==> config.mk <==
export PLATFORM = sky130hd
export DESIGN_NAME = imem_arbiter
export DESIGN_NICKNAME = d
export VERILOG_FILES = /design/src/rtl/imem_arbiter.sv
export SDC_FILE = /design/constraint.sdc
export NUM_CORES = 1
export LEC_CHECK = 0
export ABC_AREA = 1
export ABC_CLOCK_PERIOD_IN_PS = 890
export CAP_MARGIN = 20
export CORE_AREA = 4 4 103 105
export DETAILED_ROUTE_END_ITERATION = 8
export DIE_AREA = 0 0 107 109
export PLACE_DENSITY = 0.66
export SYNTH_ARGS = -nofsm -noshare
export SYNTH_HDL_FRONTEND = slang
export SYNTH_SLANG_ARGS = --single-unit
==> constraint.sdc <==
create_clock -name clk -period 0.89 [get_ports clk]
set_input_delay 0.178 -clock clk [delete_from_list [all_inputs] [get_ports clk]]
set_output_delay 0.178 -clock clk [all_outputs]
set_load 0.01 [all_outputs]
==> src/rtl/imem_arbiter.sv <==
`default_nettype none
// ============================================================================
//  Module      : imem_arbiter
//  Description : Arbiter and boot sequencer for the single-port instruction
//                memory. Shares the memory between the fetch path (PC
//                driven, read-only) and the program loader (read/write).
//                After reset the loader owns the memory and the PC is held
//                stalled until the loader signals completion (ld_done).
//  Revision    : 1.0 - initial release
// ----------------------------------------------------------------------------
//  Ports
//    clk            rising-edge clock
//    reset          asynchronous, active-low reset
//    fetch_*        fetch requester: req/addr in, gnt/rvalid/rdata out
//    pc_stall       hold the program counter this cycle
//    ld_*           loader requester: req/we/addr/wdata in, gnt/rvalid/rdata out
//    ld_done        one-cycle pulse, loading complete (BOOT -> RUN)
//    reboot         one-cycle pulse, return to BOOT (wins over ld_done)
//    mem_*          single-port memory interface (rdata valid one cycle after
//                   a read access)
//    boot_active    FSM is in BOOT
//  Configuration
//    IMEM_ARB_STARVE_GUARD_EN  when defined, fetch is granted once after
//                              MAX_BURST consecutive loader wins against a
//                              waiting fetch. Undefined: strict loader priority.
// ============================================================================
module imem_arbiter #(
    parameter int ADDR_W    = 32,
    parameter int DATA_W    = 32,
    parameter int MAX_BURST = 4
) (
    input  logic              clk,
    input  logic              reset,

    input  logic              fetch_req,
    input  logic [ADDR_W-1:0] fetch_addr,
    output logic              fetch_gnt,
    output logic              fetch_rvalid,
    output logic [DATA_W-1:0] fetch_rdata,
    output logic              pc_stall,

    input  logic              ld_req,
    input  logic              ld_we,
    input  logic [ADDR_W-1:0] ld_addr,
    input  logic [DATA_W-1:0] ld_wdata,
    output logic              ld_gnt,
    output logic              ld_rvalid,
    output logic [DATA_W-1:0] ld_rdata,
    input  logic              ld_done,
    input  logic              reboot,

    output logic              mem_en,
    output logic              mem_we,
    output logic [ADDR_W-1:0] mem_addr,
    output logic [DATA_W-1:0] mem_wdata,
    input  logic [DATA_W-1:0] mem_rdata,

    output logic              boot_active
);

    typedef enum logic [0:0] {
        ST_BOOT = 1'b0,
        ST_RUN  = 1'b1
    } state_t;

    state_t state_q;
    state_t state_d;

    // Read-ownership flags: who gets mem_rdata in the cycle after a read.
    logic fetch_own_q;
    logic fetch_own_d;
    logic ld_own_q;
    logic ld_own_d;

    // Starvation override: fetch takes this cycle despite a loader request.
    logic w_fetch_wins;

    // ------------------------------------------------------------------------
    // Starvation guard
    // ------------------------------------------------------------------------
`ifdef IMEM_ARB_STARVE_GUARD_EN
    localparam int CNT_W = (MAX_BURST < 1) ? 1 : $clog2(MAX_BURST + 1);

    logic [CNT_W-1:0] starve_cnt_q;
    logic [CNT_W-1:0] starve_cnt_d;

    assign w_fetch_wins = (state_q == ST_RUN) && ld_req && fetch_req &&
                          (starve_cnt_q == CNT_W'(MAX_BURST));

    // Counts loader wins against a waiting fetch. Any cycle in which fetch
    // is not waiting (no request, or granted) restarts the burst count.
    // BOOT never counts, so each RUN period starts with a fresh budget.
    always_comb begin
        starve_cnt_d = starve_cnt_q;
        if ((state_q != ST_RUN) || !fetch_req || fetch_gnt) begin
            starve_cnt_d = '0;
        end else if (ld_gnt) begin
            starve_cnt_d = starve_cnt_q + CNT_W'(1);
        end
    end

    always_ff @(posedge clk or negedge reset) begin
        if (!reset) begin
            starve_cnt_q <= '0;
        end else begin
            starve_cnt_q <= starve_cnt_d;
        end
    end
`else
    assign w_fetch_wins = 1'b0;

    // MAX_BURST only matters when the guard is built in.
    logic w_unused_max_burst;
    assign w_unused_max_burst = ^MAX_BURST;
`endif

    // ------------------------------------------------------------------------
    // FSM: next state and grants
    // ------------------------------------------------------------------------
    always_comb begin
        state_d   = state_q;
        fetch_gnt = 1'b0;
        ld_gnt    = 1'b0;

        case (state_q)
            ST_BOOT: begin
                // Loader owns the memory exclusively; an access granted in
                // the ld_done cycle completes normally.
                ld_gnt = ld_req;
                if (!reboot && ld_done) begin
                    state_d = ST_RUN;
                end
            end

            ST_RUN: begin
                ld_gnt    = ld_req & ~w_fetch_wins;
                fetch_gnt = fetch_req & ~ld_gnt;
                // ld_done is meaningless here and is ignored.
                if (reboot) begin
                    state_d = ST_BOOT;
                end
            end

            default: begin
                state_d = ST_BOOT;
            end
        endcase
    end

    always_ff @(posedge clk or negedge reset) begin
        if (!reset) begin
            state_q <= ST_BOOT;
        end else begin
            state_q <= state_d;
        end
    end

    assign boot_active = (state_q == ST_BOOT);
    assign pc_stall    = boot_active | (fetch_req & ~fetch_gnt);

    // ------------------------------------------------------------------------
    // Memory request mux
    // ------------------------------------------------------------------------
    always_comb begin
        mem_we    = 1'b0;
        mem_addr  = '0;
        mem_wdata = '0;
        if (ld_gnt) begin
            mem_we    = ld_we;
            mem_addr  = ld_addr;
            mem_wdata = ld_wdata;
        end else if (fetch_gnt) begin
            mem_addr  = fetch_addr;
        end
    end

    assign mem_en = fetch_gnt | ld_gnt;

    // ------------------------------------------------------------------------
    // Read return routing (1-cycle latency)
    // ------------------------------------------------------------------------
    assign fetch_own_d = fetch_gnt;
    assign ld_own_d    = ld_gnt & ~ld_we;

    // Async clear guarantees a read in flight at reset never reports valid.
    always_ff @(posedge clk or negedge reset) begin
        if (!reset) begin
            fetch_own_q <= 1'b0;
            ld_own_q    <= 1'b0;
        end else begin
            fetch_own_q <= fetch_own_d;
            ld_own_q    <= ld_own_d;
        end
    end

    assign fetch_rvalid = fetch_own_q;
    assign ld_rvalid    = ld_own_q;
    assign fetch_rdata  = fetch_own_q ? mem_rdata : '0;
    assign ld_rdata     = ld_own_q    ? mem_rdata : '0;

endmodule

`default_nettype wire

==> impl_metrics.ini <==
[status]
outcome = complete, but fails checks
violations = negative setup slack

[sta]
period_share_pct = 159.1
layout_setup_ws_ns = -0.5261
max_freq_mhz = 706.2
hold_viol_final = 0
final_max_slew_viol_count = 0
tightest_slew_ns = 0.2409
worst_clock_skew_ns = 0.00004989
slew_headroom_pct = 83.89
grt_setup_unrepaired = true
post-route-min-period_ns = 1.416
finalSetupViolations = 135

[setup_path]
worstRegToRegCells = 3
crit_family = flip-flops
crit_top_cell = buf_6
worst-path-buf-inv = 3
r2r_end = state_q
required_ns = 0.71
critPathMaxFanout = 8
r2r-start = state_q
path_class = reg2out
path_cells = buf_6 -> buf_16 -> nand4_1 -> nand2_1 -> buf_6
critPathSlowestCell = dfrtp_2
start_kind = flip-flop
cp-end-kind = output port
reg2reg_slack_ns = 0.02
critPathMaxStageDelay_ns = 0.44
critPathArrivalTime_ns = 1.24

[synth]
synth_cells = 327
ys_seq_area_share_pct = 5.231
syn_area_per_cell_um2 = 4.389
yosys.area.top_type_share_pct = 42.11
synth_area_leader_cell = nand2_1
synthDistinctLibCells = 12
synth_seq_cells = 3
synth_area_leaders = nand2_1, inv_1, nand4_1
syn_nets = 462
yosysWarnings = 0
syn-cell-area_um2 = 1435

[placed_design]
place_congestion = 0.7455
pre_cts_ws_ns = -0.9554
io_buffers = 270
placed_cells = 717
dp_hpwl_um = 7815
place_area_um2 = 4315

[finish]
instances_no_fill = 767
postLayoutCellArea_um2 = 5504
layout.nets = 770
drive_gt1_share_pct = 58.36
num_antenna_cells = 0
layout_common_cells = buf_6, clkdlybuf4s50_1, inv_2
postLayoutCoreUtil_pct = 57.10
areaGrowthSynthToFinish_pct = 283.5
final_common_cell = buf_6

[clock_network]
cts_tree = done
ctsHoldBuffers = 0
clk_pin_slew_worst_paths_ns = 0.03
numCtsBuffers = 3
clk_latency_ns = 0.22
cts.sinks = 3
cts-root-buf = clkbuf_8
htree_levels = 1
cts_buffer_depth = 2

[routing]
drtIter0Drc = 131
wl_met1_um = 4037
highest_layer = met4
dr.pass1.iters = 4
wl_met2_um = 6490
wire_per_inst_um = 15.49
via_per_inst = 4.193
drtAntennaViolNets = 0
wirelength_um = 11880
met3_length_um = 1125
drc = 0
vias = 3216

[power]
vdd_drop_max_mv = 0.3138
power_w = 0.002959
leakage_nw = 3.383
powerDensity_nw_per_um2 = 537.7

[job]
max-cap-violations = 0

[grt]
grt_remaining_overflow = 0
grt_pass1_vias = 2965
grt_max_degree = 21
antenna_found_initial = 0
grtUsageTotal_pct = 15.94
grt_pass1_wl_um = 14750

[floorplanning]
placeableCoreArea_um2 = 9639
start_util_pct = 14.89
ioPinCount = 271
fp-row-count = 36
die_y_um = 109
die_area_um2 = 11660
die_x_um = 107

[worst_hold_path]
hp-class = in2async
worst reg2reg max path, cell delays in order, from the launching register on:
cell	delay, ns
dfrtp_2	0.44
buf_4	0.17
nor2_1	0.10
nor2_1	0.05
layer usage:
| layer | vias to the layer above | track usage, % |
|---|---|---|
| met3 | 18 | 4.677 |
| met2 | 186 | 31.65 |
| met5 | - | 0 |
| li1 | 1552 | - |
| met1 | 1460 | 15.79 |
| met4 | 0 | 5.023 |
synth_stat cells:
| library cell | count |
|---|---|
| nor3_1 | 1 |
| dfrtp_1 | 3 |
| inv_2 | 1 |
| o21ai_0 | 2 |
| nand2_1 | 161 |
| buf_4 | 2 |
| nand4_1 | 32 |
| inv_1 | 99 |
| clkbuf_1 | 1 |
| nor2_1 | 3 |
| buf_2 | 18 |
| buf_6 | 4 |
per-stage QoR:
stage	hold WS [ns]	TNS, ns
finish	0.1442	-45.94
global route	0.1539	-51.73
CTS	0.1423	-48.78
detailed placement	0.3727	-89.94
global placement	0.3647	-89.03
floorplan	-0.1176	-1.549
registers in the layout, indices dropped and copies added (netlist names):
register and cells:
ld_rvalid 1, fetch_rvalid 1, state_q 1
area by class of cell:
type	instances	area (um^2)
Clock buffer	4	45.04
Fill cell	891	4135
Inverter	100	377.9
Multi-Input combinational cell	199	1353
Sequential cell	3	78.83
Tap cell	133	166.4
Timing Repair Buffer	328	3483
power by group:
part | internal [W] | leakage [nW] | switching [W]
Sequential | 0.000146 | 0.0349 | 0.0000183
Clock | 0.000305 | 0.0228 | 0.0000895
Combinational | 0.00139 | 3.32 | 0.00101
worst max-delay path by stage:
| stage | start | endpoint | slack, ns | cells after the start |
|---|---|---|---|---|
| floorplan | state_q | mem_addr[10] | -0.05 | 4 |
| global placement | fetch_req | mem_addr[8] | -0.92 | 5 |
| detailed placement | fetch_req | mem_addr[8] | -0.96 | 5 |
| CTS | state_q | mem_addr[8] | -0.53 | 5 |
| global route | state_q | mem_addr[8] | -0.59 | 5 |
| finish | state_q | mem_addr[8] | -0.53 | 5 |
timing repair:
item / 4_1_cts / 5_1_grt
resized for setup: 550 / 391
endpoints found under the setup margin: 137 / 129
gates cloned: 11 / 6
buffers inserted: 12 / 20
pin swaps: 48 / 39
cell families (layout without fill, tap and decap cells):
kind of cell,after synthesis,in the layout,share of synthesized area [%]
buffers and inverters,125,432,36.88
DFF,3,3,5.231
and+or+nand+nor,197,197,57.19
AOI/OAI and AO/OA,2,2,0.6975
Note: power is estimated with default switching activity, not from simulation.
==> patch 1: new RTL, config.mk and constraints unchanged <==
Change the parameter `ADDR_W` from 32 to 28.
--- a/src/rtl/imem_arbiter.sv
+++ b/src/rtl/imem_arbiter.sv
@@ -27,3 +27,3 @@
 module imem_arbiter #(
-    parameter int ADDR_W    = 32,
+    parameter int ADDR_W    = 28,
     parameter int DATA_W    = 32,
Interface: changed (resized fetch_addr, ld_addr and mem_addr); port bits go from 271 to 259. No check against the original RTL was run, so the function may have changed too.
==> patch 1 against the original RTL <==
The run still ends with negative setup slack left; worst hold slack improved by 0.019 ns; total power decreased by 13%; cell area decreased by 14%; via count decreased by 8.9%; sequential cell count unchanged; register-to-register slack got worse by 0.06 ns; final cell count decreased by 5.9%; routed wire length decreased by 12%; synthesized area decreased by 3.3%; synthesized cell count decreased by 4.3%; setup slack improved by 0.065 ns; first-iteration DRC count decreased by 25%; non-clock buffer count decreased by 33; sequential share of layout area increased by 0.23 points; critical path type unchanged; largest cell class unchanged.
==> patch 1: results (changes against the original RTL) <==
- The flow ran to the end, but the final reports show violations.
* Failing checks: negative setup slack
- Leading cell types by total area after synthesis: sky130_fd_sc_hd__nand2_1 (41%), sky130_fd_sc_hd__inv_1 (27%), sky130_fd_sc_hd__nand4_1 (13%)
* Slack of the critical path: -0.461 ns (+0.0647 ns)
- The maximum clock skew at final layout came to 0.0000174 ns (-0.0000325 ns).
* Later-pin clock latency in the skew report: 0.22 ns (about the same)
- The H-tree depth came to 1 (unchanged).
- The routability congestion estimate is 0.818 (+9.8%).
- Most used standard cells in the synthesized netlist: sky130_fd_sc_hd__nand2_1 (153), sky130_fd_sc_hd__inv_1 (98), sky130_fd_sc_hd__nand4_1 (28)
- Via count of the first global-routing pass: 2833 (-4.5%)
* Headroom to the max-slew limit: 80.5% (-3.4 points)
- The maximum fanout along the worst path is 16 (+8).
- Setup Total Neg Slack: -39.45 ns (+6.49 ns)
* Number of I/O port buffers: 258 (-4.4%)
- The first-pass GRT wire length is 14000 µm (-5.2%).
- The overall global routing resource usage is 15.2% (-0.79 points).
* Post-synthesis async set-or-reset flop share: 100% (unchanged)
* Total number of vias: 2929 (-8.9%)
- The clock-pin slew reported for the worst setup and hold paths after clock tree synthesis was 0.03 ns (about the same).
- Total setup violations reported at the end of the flow: 103 (-24%)
* Largest voltage drop on the vdd net: 0.375 mV (+20%)
- Share of the yosys chip area belonging to registers: 5.41% (+0.18 points)
* Layout cells sized above 1: 47.5% (-11 points)
* Post-Place Cell Area: 4150 µm² (-3.8%)
* Sum of net half-perimeters after detailed placement: 7300 µm (-6.5%)
- Mean instance size in the synthesized netlist: 4.43 µm² (+1.0%)
- First-pass iteration count of the detailed router: 6 (+2)
* Vias per std cell: 4.06 (-3.2%)
* Setup slack, reg-to-reg: -0.04 ns (-0.06 ns)
- In this run the clock root is driven by a sky130_fd_sc_hd__clkbuf_8.
- Num CTS Buffers: 3 (unchanged)
- The final antenna diode count came to 0 (unchanged).
* Wire length per cell after detailed routing: 14.5 µm (-6.3%)
- Number of buffers on the longest clock path: 2 (unchanged)
* Most instantiated flip-flop cell in the synthesis netlist: sky130_fd_sc_hd__dfrtp_1
- Static leakage: 3.10 nW (-8.3%)
* CP arrival: 1.17 ns (-0.07 ns)
* Filler Cells Inserted: 984 (+10%)
- The number of distinct standard cells referenced by the synthesized netlist came to 12 (unchanged).
- Yosys warning total: 0 (unchanged)
- The number of cells after detailed placement was 694 (-3.2%).
* Net count of the mapped netlist: 440 (-4.8%)
* Number of violations reported at the end of detailed-routing iteration 0: 98 (-25%)
- Antenna violations before repair: 0 (unchanged)
- The final-stage net count is 717 (-6.9%).
* Largest net degree at the start of global routing: 32 (+52%)
* Type of the most critical hold path: in2async
## patch 1: cell types whose count changed after synthesis, moves of 2 or more
| cell | change |
|---|---|
| sky130_fd_sc_hd__buf_4 | +3 |
| sky130_fd_sc_hd__nand4_1 | -4 |
| sky130_fd_sc_hd__o21ai_0 | -2 |
| sky130_fd_sc_hd__buf_2 | -5 |
| sky130_fd_sc_hd__nand2_1 | -8 |
| sky130_fd_sc_hd__o21ai_1 | +2 |
## patch 1: per-stage QoR
stage	setup slack, ns	hold WS, ns
detailed placement	-0.932	0.398
global route	-0.511	0.169
CTS	-0.506	0.172
global placement	-0.933	0.398
finish	-0.461	0.163
floorplan	-0.0254	-0.118
## patch 1: power by group
| group | total [mW] | internal (mW) | switching, mW |
|---|---|---|---|
| Clock | 0.400 | 0.306 | 0.0943 |
| Sequential | 0.161 | 0.146 | 0.0153 |
| Combinational | 2.00 | 1.14 | 0.855 |
## patch 1: worst paths after layout
path                                    from           end  cells past startpoint
min in group clk                       ld_we     ld_rvalid                      3
worst min-delay path                   reset  fetch_rvalid                      1
worst max-delay path            fetch_rvalid  fetch_rvalid                      2
max in group asynchronous              reset     ld_rvalid                      1
worst max register to register       state_q  fetch_rvalid                      4
worst min register to register       state_q       state_q                      3
## patch 1: routing by layer
layer / share of wire (%) / GRT usage [%] / vias to the layer above
met5: 0 / 0 / -
met4: 1.2 / 3.29 / 0
met3: 10 / 5.68 / 12
met2: 55 / 31.2 / 177
met1: 34 / 14.0 / 1302
li1: - / - / 1438
## patch 1: logic make-up (layout without fill, tap and decap cells)
group                  Yosys count  after routing  share of synthesized area (%)
AOI/OAI and AO/OA                2              2                          0.721
and+or+nand+nor                185            185                           55.2
buffers and inverters          123            399                           38.7
DFF                              3              3                           5.41
## patch 1: layout make-up
| class | instances | area (µm²) | area share (%) |
|---|---|---|---|
| clock buffers | 4 | 45.0 | 0.952 |
| inverters | 100 | 378 | 7.99 |
| multi-input cells | 187 | 1130 | 23.9 |
| flip-flops and latches | 3 | 78.8 | 1.67 |
| well taps | 133 | 166 | 3.52 |
| repair buffers | 295 | 2930 | 62.0 |
## patch 1: worst max-delay path, stage by stage (launching register included)
cell and delay [ns]:
sky130_fd_sc_hd__dfrtp_2 0.48, sky130_fd_sc_hd__buf_16 0.19, sky130_fd_sc_hd__dlygate4sd2_1 0.28
## patch 1: timing repair
action                                  CTS  global route
pin swaps                                18            16
gates resized for setup                 654           153
cloned                                    8             4
buffers inserted                         15             3
endpoints found under the setup margin  134           114
hold buffers                              0             0
hold endpoints to repair                  0             0
==> patch 2: new RTL, same settings <==
Without the edit above. The option `IMEM_ARB_STARVE_GUARD_EN` is turned on by a define.
--- a/src/rtl/imem_arbiter.sv
+++ b/src/rtl/imem_arbiter.sv
@@ -26,2 +26,4 @@
 // ============================================================================
+`define IMEM_ARB_STARVE_GUARD_EN
+
 module imem_arbiter #(
Formal check against the unedited RTL: not equivalent (a bounded check fails within 10 cycles, from zero or initial values and one cycle with reset low).
==> patch 2 against the original RTL <==
The flow still finishes with violations (negative setup slack); global-route usage increased by 1.9 points; critical path type unchanged; critical endpoint is now mem_addr[23]; utilization grew 8.9 points; setup slack worse by 0.37 ns; sequential cell count grew 3; synthesized area grew 13%; total power is 9.5% higher; cell area is 16% higher; critical path depth is 5 higher; routed wire length is 0.76% higher; clock power rose by 2%; highest routed layer unchanged.
==> patch 2: results (changes against the original RTL) <==
* Status: finished, violations left
- Failing checks: negative setup slack
* Wire length of the first global-routing pass: 16400 µm (+11%)
* CP arrival: 1.61 ns (+0.37 ns)
* Worst clock skew: 0.00102 ns (+0.000971 ns)
* Setup Total Neg Slack: -91.54 ns (-45.60 ns)
- The routability congestion estimate is 0.728 (-2.4%).
- Counting instances in the post-synthesis netlist gives the leading cell types as sky130_fd_sc_hd__nand2_1 (124), sky130_fd_sc_hd__inv_1 (104), sky130_fd_sc_hd__nand3_1 (33), sky130_fd_sc_hd__nor2_1 (33), sky130_fd_sc_hd__buf_6 (10).
- The DRC violation total after the first TritonRoute iteration is 109 (-17%).
- Placed instance count: 742 (+3.5%)
* Startpoint of the lowest-slack register-to-register path: starve_cnt_q[1]
* Post-synthesis xor/xnor area fraction: 0.541% (+0.54 points)
* Adder and majority cell fraction of the synthesized area: 1.54% (+1.5 points)
- Total global routing track utilization: 17.9% (+1.9 points)
- Critical-path cell with the highest stage delay: sky130_fd_sc_hd__dfrtp_1
* Static leakage: 3.52 nW (+4.1%)
- Largest voltage drop on the vdd net: 0.342 mV (+8.9%)
- Share of the yosys chip area belonging to registers: 9.27% (+4.0 points)
- Sorting the synthesized cells by area gives the leading types as sky130_fd_sc_hd__nand2_1 (29%), sky130_fd_sc_hd__inv_1 (24%), sky130_fd_sc_hd__nand3_1 (10%).
- The final worst slack came to -0.900 ns (-0.373 ns).
* Switching share of total power: 35.9% (-2.0 points)
- Via count of the first global-routing pass: 3332 (+12%)
- Net count of the mapped netlist: 477 (+3.2%)
- Total setup violations reported at the end of the flow: 141 (+4.4%)
* Worst R2R End: fetch_rvalid
- Post-Place Cell Area: 4970 µm² (+15%)
- Headroom to the max-slew limit: 81.5% (-2.4 points)
- Fraction of the mapped netlist area in compound gates: 1.39% (+0.69 points)
* Number of distinct library cells after synthesis: 18 (+6)
* Maximum net fanout on the critical path: 11 (+3)
==> patch 2: changes by cell type in the layout (fill, tap and decap cells not counted), moves of 32 or more <==
cell	before	now
sky130_fd_sc_hd__buf_6	112	156
sky130_fd_sc_hd__clkdlybuf4s50_1	99	133
sky130_fd_sc_hd__dlygate4sd2_1	34	1
sky130_fd_sc_hd__nand2_1	72	14
sky130_fd_sc_hd__nand2_2	33	73
sky130_fd_sc_hd__nand3_2	0	32
sky130_fd_sc_hd__nand4_1	32	0
sky130_fd_sc_hd__nor2_4	0	32
==> patch 2: through the flow <==
stage	utilization [%]	power (mW)
2_1_floorplan	-	1.03
3_3_place_gp	51.6	2.29
3_5_place_dp	51.6	2.30
4_1_cts	61.3	3.09
5_1_grt	66.0	3.42
6_report	66.0	3.24
==> patch 2: metal layers <==
| layer | global-route usage (%) | vias up | wire length [µm] |
|---|---|---|---|
| met5 | 0 | - | 0 |
| met4 | 4.84 | 0 | 490 |
| met3 | 6.16 | 36 | 1240 |
| met2 | 37.0 | 203 | 6570 |
| met1 | 16.2 | 1487 | 3670 |
| li1 | - | 1606 | - |
==> patch 2: area by class of cell <==
class                      count  area (µm²)
sequential                     6         153
clock buffer                   3        41.3
inverter                     105         402
multi-input combinational    210        1820
timing repair buffer         346        3780
tap                          133         166
fill                         790        3280
==> patch 2: power by group through the flow <==
stage	clock network, mW	logic, mW	registers (mW)
final	0.404	2.54	0.297
after global routing	0.430	2.69	0.299
after CTS	0.415	2.38	0.297
after detailed placement	0	2.01	0.297
after global placement	0	1.99	0.297
after floorplan	0	0.728	0.299
==> patch 2: repair_timing <==
item,in CTS,in global routing
endpoints found under the hold margin,0,0
pin swaps,10,15
cloned,14,1
gates resized for setup,721,150
buffers inserted,43,19
endpoints found under the setup margin,141,141
